===== src/rtl/aes_pkg.sv =====
`default_nettype none
// ============================================================================
//  Module   : aes_pkg
//  Brief    : Shared AES constants and the round-sequencer state encoding.
//  Revision : 1.0 - initial release
// ============================================================================
package aes_pkg;

  // Round counts for the three AES key sizes
  localparam int AES_NR_128 = 10;
  localparam int AES_NR_192 = 12;
  localparam int AES_NR_256 = 14;

  // Width of one AES block
  localparam int BLOCK_W = 128;

  // Sequencer states
  typedef enum logic [1:0] {
    IDLE  = 2'd0,
    ROUND = 2'd1,
    FINAL = 2'd2,
    DONE  = 2'd3
  } seq_state_e;

endpackage
`default_nettype wire


===== src/rtl/aes_rr_arb2.sv =====
`default_nettype none
// ============================================================================
//  Module   : aes_rr_arb2
//  Brief    : Two-input round-robin arbiter. The requester that did not win
//             the last accepted grant wins the next tie. last_id resets to 1
//             so that requester A wins the first tie.
//  Revision : 1.0 - initial release
// ============================================================================
module aes_rr_arb2 (
  input  logic clk,
  input  logic reset,
  input  logic valid_a_i,
  input  logic valid_b_i,
  input  logic enable_i,
  input  logic advance_i,
  output logic grant_a_o,
  output logic grant_b_o,
  output logic grant_id_o
);

  logic last_id_q;

  // Grants are purely combinational; enable gates both so nothing is granted
  // while the owner is busy.
  assign grant_a_o  = enable_i & valid_a_i & (~valid_b_i | last_id_q);
  assign grant_b_o  = enable_i & valid_b_i & (~valid_a_i | ~last_id_q);
  assign grant_id_o = grant_b_o;

  // Remember which requester was served on each accepted grant
  always_ff @(posedge clk or posedge reset) begin
    if (reset) begin
      last_id_q <= 1'b1;
    end else if (advance_i) begin
      last_id_q <= grant_id_o;
    end
  end

endmodule
`default_nettype wire


===== src/rtl/aes_round_sequencer.sv =====
`default_nettype none
// ============================================================================
//  Module   : aes_round_sequencer
//  Brief    : Controller for an iterative AES encryption datapath. Picks a
//             block from requester A or B (round-robin), applies the initial
//             AddRoundKey, steps NR-1 full rounds and the final round through
//             the external round logic, then returns the ciphertext tagged
//             with the requester id on a valid/ready output.
//  Revision : 1.0 - initial release
// ============================================================================
module aes_round_sequencer
  import aes_pkg::*;
#(
  parameter int NR  = AES_NR_128,
  parameter int RKW = 4
) (
  input  logic               clk,
  input  logic               reset,
  input  logic               a_valid_i,
  output logic               a_ready_o,
  input  logic [BLOCK_W-1:0] a_data_i,
  input  logic               b_valid_i,
  output logic               b_ready_o,
  input  logic [BLOCK_W-1:0] b_data_i,
  output logic               out_valid_o,
  input  logic               out_ready_i,
  output logic [BLOCK_W-1:0] out_data_o,
  output logic               out_id_o,
  output logic               busy_o,
  output logic [RKW-1:0]     rk_idx_o,
  input  logic [BLOCK_W-1:0] rk_data_i,
  output logic [BLOCK_W-1:0] dp_state_o,
  input  logic [BLOCK_W-1:0] dp_round_in_i,
  input  logic [BLOCK_W-1:0] dp_final_in_i
);

  // Index of the last full round; the edge leaving it enters FINAL
  localparam logic [RKW-1:0] RK_LAST_ROUND = RKW'(NR - 1);
  localparam logic [RKW-1:0] RK_ONE        = RKW'(1);

  seq_state_e         fsm_q;
  logic [BLOCK_W-1:0] state_q;
  logic [RKW-1:0]     rk_idx_q;
  logic               out_valid_q;
  logic               out_id_q;
  logic               busy_q;

  logic               grant_a;
  logic               grant_b;
  logic               grant_id;
  logic               accept;
  logic [BLOCK_W-1:0] in_data;

  aes_rr_arb2 u_arb (
    .clk        (clk),
    .reset      (reset),
    .valid_a_i  (a_valid_i),
    .valid_b_i  (b_valid_i),
    .enable_i   (fsm_q == IDLE),
    .advance_i  (accept),
    .grant_a_o  (grant_a),
    .grant_b_o  (grant_b),
    .grant_id_o (grant_id)
  );

  // A grant already implies the matching valid, so a grant is an accept
  assign accept  = grant_a | grant_b;
  assign in_data = grant_b ? b_data_i : a_data_i;

  // Sequencer: state register, round counter and output handshake
  always_ff @(posedge clk or posedge reset) begin
    if (reset) begin
      fsm_q       <= IDLE;
      state_q     <= '0;
      rk_idx_q    <= '0;
      out_valid_q <= 1'b0;
      out_id_q    <= 1'b0;
      busy_q      <= 1'b0;
    end else begin
      case (fsm_q)
        IDLE: begin
          if (accept) begin
            // rk_idx is 0 here, so rk_data is the first round key
            state_q  <= in_data ^ rk_data_i;
            out_id_q <= grant_id;
            rk_idx_q <= RK_ONE;
            busy_q   <= 1'b1;
            fsm_q    <= ROUND;
          end
        end
        ROUND: begin
          state_q  <= dp_round_in_i;
          rk_idx_q <= rk_idx_q + RK_ONE;
          if (rk_idx_q == RK_LAST_ROUND) begin
            fsm_q <= FINAL;
          end
        end
        FINAL: begin
          state_q     <= dp_final_in_i;
          out_valid_q <= 1'b1;
          fsm_q       <= DONE;
        end
        DONE: begin
          // out_valid is always high here; hold everything until taken
          if (out_ready_i) begin
            out_valid_q <= 1'b0;
            rk_idx_q    <= '0;
            busy_q      <= 1'b0;
            fsm_q       <= IDLE;
          end
        end
        default: fsm_q <= IDLE;
      endcase
    end
  end

  assign a_ready_o   = grant_a;
  assign b_ready_o   = grant_b;
  assign out_valid_o = out_valid_q;
  assign out_data_o  = state_q;
  assign out_id_o    = out_id_q;
  assign busy_o      = busy_q;
  assign rk_idx_o    = rk_idx_q;
  assign dp_state_o  = state_q;

endmodule
`default_nettype wire


===== config.mk =====
export PLATFORM = sky130hd
export DESIGN_NAME = aes_round_sequencer
export DESIGN_NICKNAME = d
export VERILOG_FILES = /design/src/rtl/aes_pkg.sv /design/src/rtl/aes_rr_arb2.sv /design/src/rtl/aes_round_sequencer.sv
export SDC_FILE = /design/constraint.sdc
export NUM_CORES = 1
export LEC_CHECK = 0
export ABC_CLOCK_PERIOD_IN_PS = 6600
export CORE_AREA = 2 2 353 355
export DETAILED_ROUTE_END_ITERATION = 12
export DIE_AREA = 0 0 355 357
export HOLD_SLACK_MARGIN = 0.15
export PLACE_DENSITY = 0.33
export SYNTH_ARGS = -nofsm -noshare
export SYNTH_HDL_FRONTEND = slang
export SYNTH_SLANG_ARGS = --single-unit
export TNS_END_PERCENT = 100

===== constraint.sdc =====
create_clock -name clk -period 6.6 [get_ports clk]
set_input_delay 1.98 -clock clk [delete_from_list [all_inputs] [get_ports clk]]
set_output_delay 1.98 -clock clk [all_outputs]
set_load 0.03 [all_outputs]

==> impl_metrics.toml, run 1 <==
[placement]
io_buffers = 909
dp_hpwl_mm = 70.7
routabilityCongestion = 0.787

[critical_path]
worstPathArrival_ns = 3.63
cp.required_ns = 4.62
crit_fanout = 7
rr_startpoint = "fsm_q[0]"
crit_start = "a_valid_i"
cp-start-kind = "input pin"
crit_type = "in -> out"
end_kind = "output port"
reg2reg_to = "dp_state_o[40]"
rrSetupSlack_ns = 3.14
reg2reg_depth = 8

[timing]
setup_tns_ns = 0
fin_crit_sh_pct = 85.1
post-route-min-period_ns = 5.61
fmax_mhz = 178
rsz0062_at_grt = "no"
slew_headroom_pct = 34.5
finalHoldViolations = 0
tightestPinTransition_ns = 0.983
clock_skew_ns = 0.0139
slew_violations = 0
setup_viol = 0

[grt]
grt_start_max_net_pins = 140
grt_usage_pct = 14.1
grt_pass1_wl_mm = 129
grt_pass1_vias = 16600
antenna_found_initial = 22
overflow = 0

[drt]
wl_per_cell_um = 22.8
wl_mm = 93.7
antenna_left = 0
viasPerCell = 3.95
via_count = 16200
drt_iter0_drc = 770
dr.pass1.iters = 5
drc_errors = 0

[yosys]
synth_cell_types = 42
yosys_warnings = 0
synth.avg_cell_area_um2 = 7.78
syn-num-nets = 2431
ys_top_cells_by_area = "dfrtp_1, a21oi_1, nand2b_1, xor2_1, a2111oi_0"
ys_seq_elements = 138
yosysTopAreaCellShare_pct = 24.7
postSynthCellCount = 1780
syn-cell-area_um2 = 13900
synth_area_leader_cell = "dfrtp_1"
ys_seq_area_share_pct = 24.9

[cells_and_area]
syn_to_final_growth_pct = 75.4
fillers = 13800
finalNetCount = 3092
drive_above_1_share_pct = 4.89
utilization_pct = 19.8

[power_and_ir_drop]
pwr_density_cell_nw_per_um2 = 489
leakagePower_nw = 8.72
vdd_drop_max_v = 0.000405

[cts]
cts_tree = "done"
clkTransAtPathRegs_ns = 0.08
h-tree-depth = 4
cts_hold_buf = 0
postCtsResizedCells = 0
worst_skew_pair.late_latency_ns = 0.49
cts_inserted_buffers = 17
postCtsSetupBuffers = 0
ctsLongestPathBuffers = 2
ctsRootBufferMaster = "clkbuf_16"
numClockSinks = 138

[die]
die_x_um = 355
num_rows = 129
die_y_um = 357
pin_count = 910
dieArea_um2 = 127000
start_util_pct = 11.3
coreArea_um2 = 123000

[worst_hold_path]
holdPathStages = 2
min-delay-path-class = "reg -> reg"
holdCritStartpoint = "busy_o"
min_to = "busy_o"

[status]
status = "finished clean"

[job]
cap_violations = 0
-- routing by layer --
layer  track usage (%)  wire length [um]  vias up
li1                  -                 -     7771
met2              25.1             48500      488
met4              3.45              1030        6
met1              17.3             39800     7927
met5                 0                45        -
met3              2.87              4330       48
-- sequential cells by signal, summed over array words and instances, names as in the netlist --
register / flops
u_arb.last_id_q: 1
fsm_q: 2
dp_state_o: 128
out_id_o: 1
out_valid_o: 1
busy_o: 1
rk_idx_o: 4
-- power breakdown --
part           total, W  switching (W)  internal, W  leakage [nW]
Clock           0.00111       0.000531     0.000575         0.285
Sequential      0.00195       0.000605      0.00135          1.67
Combinational   0.00883        0.00566      0.00317          6.76
-- worst max-delay path by stage --
stage / to / slack (ns) / cells past startpoint
global placement: a_ready_o / 0.99 / 4
floorplan: busy_o / 0.93 / 1
detailed placement: a_ready_o / 1.0 / 4
global route: a_ready_o / 0.89 / 4
finish: a_ready_o / 0.99 / 4
CTS: a_ready_o / 0.98 / 4
-- cells in the final DEF (no fill, tap or decap), types with 4 or more instances in the layout --
cell             instances
clkdlybuf4s50_1        908
inv_6                    7
xor2_1                 126
buf_4                   25
a2111oi_0              114
clkinv_4                 4
nand2b_1               256
a22oi_1                127
diode_2                 17
clkbuf_16               17
nand2_1                  5
o21ai_1                 31
buf_12                   9
dfrtp_1                137
nand3_1                 99
nor3b_1                  4
nand3_2                 30
nor2_1                   9
a21oi_1                385
o21ai_0                103
inv_1                    8
a2111oi_2               12
-- stage by stage --
stage          cell area (um2)  power, W  instances  setup slack (ns)  hold slack (ns)
6_report                 24300    0.0119       4108             0.985            0.534
2_1_floorplan            13900   0.00730       1780             0.925            0.495
3_5_place_dp             23700    0.0109       4059             0.995            0.504
3_3_place_gp             23700    0.0110       4059             0.991            0.517
5_1_grt                  24300    0.0127       4106             0.887            0.568
4_1_cts                  24300    0.0121       4091             0.985            0.532
-- worst max-delay path, cell delays in order --
cell	delay, ns
clkdlybuf4s50_1	0.64
nand2_1	0.10
a21oi_1	0.20
clkdlybuf4s50_1	0.71
-- cells in the mapped netlist (all sizes together) --
cell	n
nand3	129
a21o	1
a22oi	127
nand4b	1
xor2	126
nor2	9
a22o	2
a2111oi	126
nor3	1
ha	6
o311ai	1
a311oi	1
dfstp	1
o31ai	1
and3	1
clkbuf	91
a31oi	3
and2	2
dfrtp	137
nand2	6
o21ai	135
o22ai	1
buf	209
inv	10
mux2i	2
a2bb2oi	1
or3b	1
nand2b	256
nand3b	1
o21a	2
a21oi	385
nor3b	4
or4	1
-- final cells by class --
class | instances | area [um2] | share of cell area [%]
Multi-Input combinational cell | 1332 | 8640 | 35.6
Antenna cell | 17 | 42.5 | 0.175
Timing Repair Buffer | 942 | 9460 | 38.9
Tap cell | 1637 | 2050 | 8.43
Clock buffer | 18 | 439 | 1.81
Clock inverter | 14 | 161 | 0.664
Inverter | 10 | 47.5 | 0.196
Sequential cell | 138 | 3450 | 14.2
-- cells by family (layout without fill, tap and decap cells) --
family / count (synthesis) / count (layout) / share of synthesized area (%)
AO/OA/AOI/OAI: 786 / 786 / 34.9
other: 0 / 17 / 0
multiplexers: 2 / 2 / 0.145
XOR/XNOR: 126 / 126 / 7.97
AND/OR/NAND/NOR: 412 / 412 / 18.4
adder cells (fa/ha/maj): 6 / 6 / 0.542
flip-flops: 138 / 138 / 24.9
buffers and inverters: 310 / 984 / 13.2
No activity file was read; power rests on OpenSTA's default activity.
==> inputs of run 2 (changes only) <==
Settings changed: ABC_CLOCK_PERIOD_IN_PS 6600 to 6350.
Clock period 6.6 ns to 6.35 ns, I/O delays scaled along.
==> run 2 against run 1 <==
Clock power hardly changed. Combinational power is 4.8% higher. Die area unchanged. Clock-buffer cell count increased by 1. Critical path type unchanged. Largest cell class unchanged.
==> impl_metrics.toml, run 2 (synthesis gave the netlist of run 1 again) <==
[status]
status = "finished clean"

[die]
num_rows = 129
start_util_pct = 11.3
dieArea_um2 = 127000
die_x_um = 355
coreArea_um2 = 123000
pin_count = 910
die_y_um = 357

[grt]
use_met2_pct = 25.4
gr-usage-met1_pct = 17.1
grt_pass1_vias = 16500
met3_usage_pct = 3.11
top_usage_layer = "met2"
grt_start_max_net_pins = 142
antenna_found_initial = 19
overflow = 0
grt_usage_pct = 14.3
grt_pass1_wl_mm = 129

[cells_and_area]
syn_to_final_growth_pct = 75.3
finalNetCount = 3093
drive_above_1_share_pct = 4.85
final_cell_mix = "clkdlybuf4s50_1, a21oi_1, nand2b_1, dfrtp_1, a22oi_1"
layout_commonest_cell = "clkdlybuf4s50_1"
fillers = 13800
postLayoutCellArea_um2 = 24300
largest_reg_flops = 128
utilization_pct = 19.7
multi_input_area_um2 = 8640
regArea_um2 = 3450

[worst_hold_path]
min-delay-path-class = "reg -> reg"
min_to = "busy_o"
holdCritStartpoint = "busy_o"
holdPathStages = 2

[timing]
post-route-min-period_ns = 5.49
slew_violations = 0
rsz0062_at_grt = "no"
fin_crit_sh_pct = 86.4
clock_skew_ns = 0.0113
slew_headroom_pct = 29.9
fmax_mhz = 182
fin_ws_ns = 0.863
setup_tns_ns = 0
whs_ns = 0.519
tightestPinTransition_ns = 1.05
finalHoldViolations = 0
setup_viol = 0

[placement]
dp_hpwl_mm = 70.8
routabilityCongestion = 0.802
io_buffers = 909
place_area_um2 = 23700
pre_cts_ws_ns = 0.865

[cts]
cts_hold_buf = 0
ctsRootBufferMaster = "clkbuf_16"
numClockSinks = 138
ctsLongestPathBuffers = 2
cts_tree = "done"
postCtsSetupBuffers = 0
clkTransAtPathRegs_ns = 0.07
h-tree-depth = 4
cts_inserted_buffers = 17
worst_skew_pair.late_latency_ns = 0.51
postCtsResizedCells = 0

[critical_path]
crit_fanout = 7
path_buf_inv = 2
crit_chain = "clkdlybuf4s50_1 > nand2_1 > a21oi_1 > clkdlybuf4s50_1"
reg2reg_depth = 9
reg2reg_to = "dp_state_o[6]"
rr_startpoint = "fsm_q[0]"
cp-start-kind = "input pin"
rrSetupSlack_ns = 2.95
crit_type = "in -> out"
crit_slowest_cell = "clkdlybuf4s50_1"
slowest_delay_ns = 0.72
cp.required_ns = 4.45
worstPathArrival_ns = 3.58
crit_top_cell = "clkdlybuf4s50_1"
end_kind = "output port"
cp_top_family = "buffers and inverters"

[drt]
antenna_left = 0
via_count = 16300
viasPerCell = 3.96
wl_mm = 94.6
dr.pass1.iters = 5
drt_iter0_drc = 735
drc_errors = 0
wl_per_cell_um = 23.0

[power_and_ir_drop]
pwr_density_cell_nw_per_um2 = 509
leakagePower_nw = 8.71
vdd_drop_max_v = 0.000373

[job]
cap_violations = 0
[run 2: cell types whose count changed in the layout (fill, tap and decap cells not counted), sizes merged]
cell and delta:
buf +1, diode -1, clkbuf +1, bufinv -1, clkinv +2, clkinvlp +1
inv -3
[run 2: how the worst max path moves through the flow]
| stage | depth (start not counted) | from | end | slack (ns) |
|---|---|---|---|---|
| 2_1_floorplan | 1 | reset | busy_o | 0.75 |
| 3_3_place_gp | 4 | a_valid_i | a_ready_o | 0.83 |
| 3_5_place_dp | 4 | a_valid_i | a_ready_o | 0.86 |
| 4_1_cts | 4 | a_valid_i | a_ready_o | 0.85 |
| 5_1_grt | 4 | a_valid_i | a_ready_o | 0.80 |
| 6_report | 4 | a_valid_i | a_ready_o | 0.86 |
[run 2: cell type report]
class	count	area share, %
Clock buffer	19	1.78
Antenna cell	16	0.165
Clock inverter	13	0.505
Sequential cell	138	14.2
Multi-Input combinational cell	1332	35.6
Inverter	10	0.196
Timing Repair Buffer	943	39.1
Tap cell	1637	8.44
[run 2: power by group]
part / leakage, nW / internal, W / total [W] / switching (W)
Clock: 0.260 / 0.000542 / 0.00109 / 0.000544
Combinational: 6.78 / 0.00334 / 0.00925 / 0.00591
Sequential: 1.67 / 0.00140 / 0.00201 / 0.000610
[run 2: metrics by stage]
step | instances | power, W
global route | 4106 | 0.0133
finish | 4108 | 0.0124
floorplan | 1780 | 0.00759
detailed placement | 4060 | 0.0115
CTS | 4092 | 0.0127
global placement | 4060 | 0.0115
[run 2: tightest hold or removal path: stages (launching register included)]
cell,delay (ns)
dfrtp_1,0.38
nand2_1,0.06
nand2_1,0.05
[run 2: routing by layer]
metal  up-vias  routed length, um
li1       7766                  -
met1      7965              39300
met2       485              49200
met3        51               4660
met4         4               1390
met5         -                 27
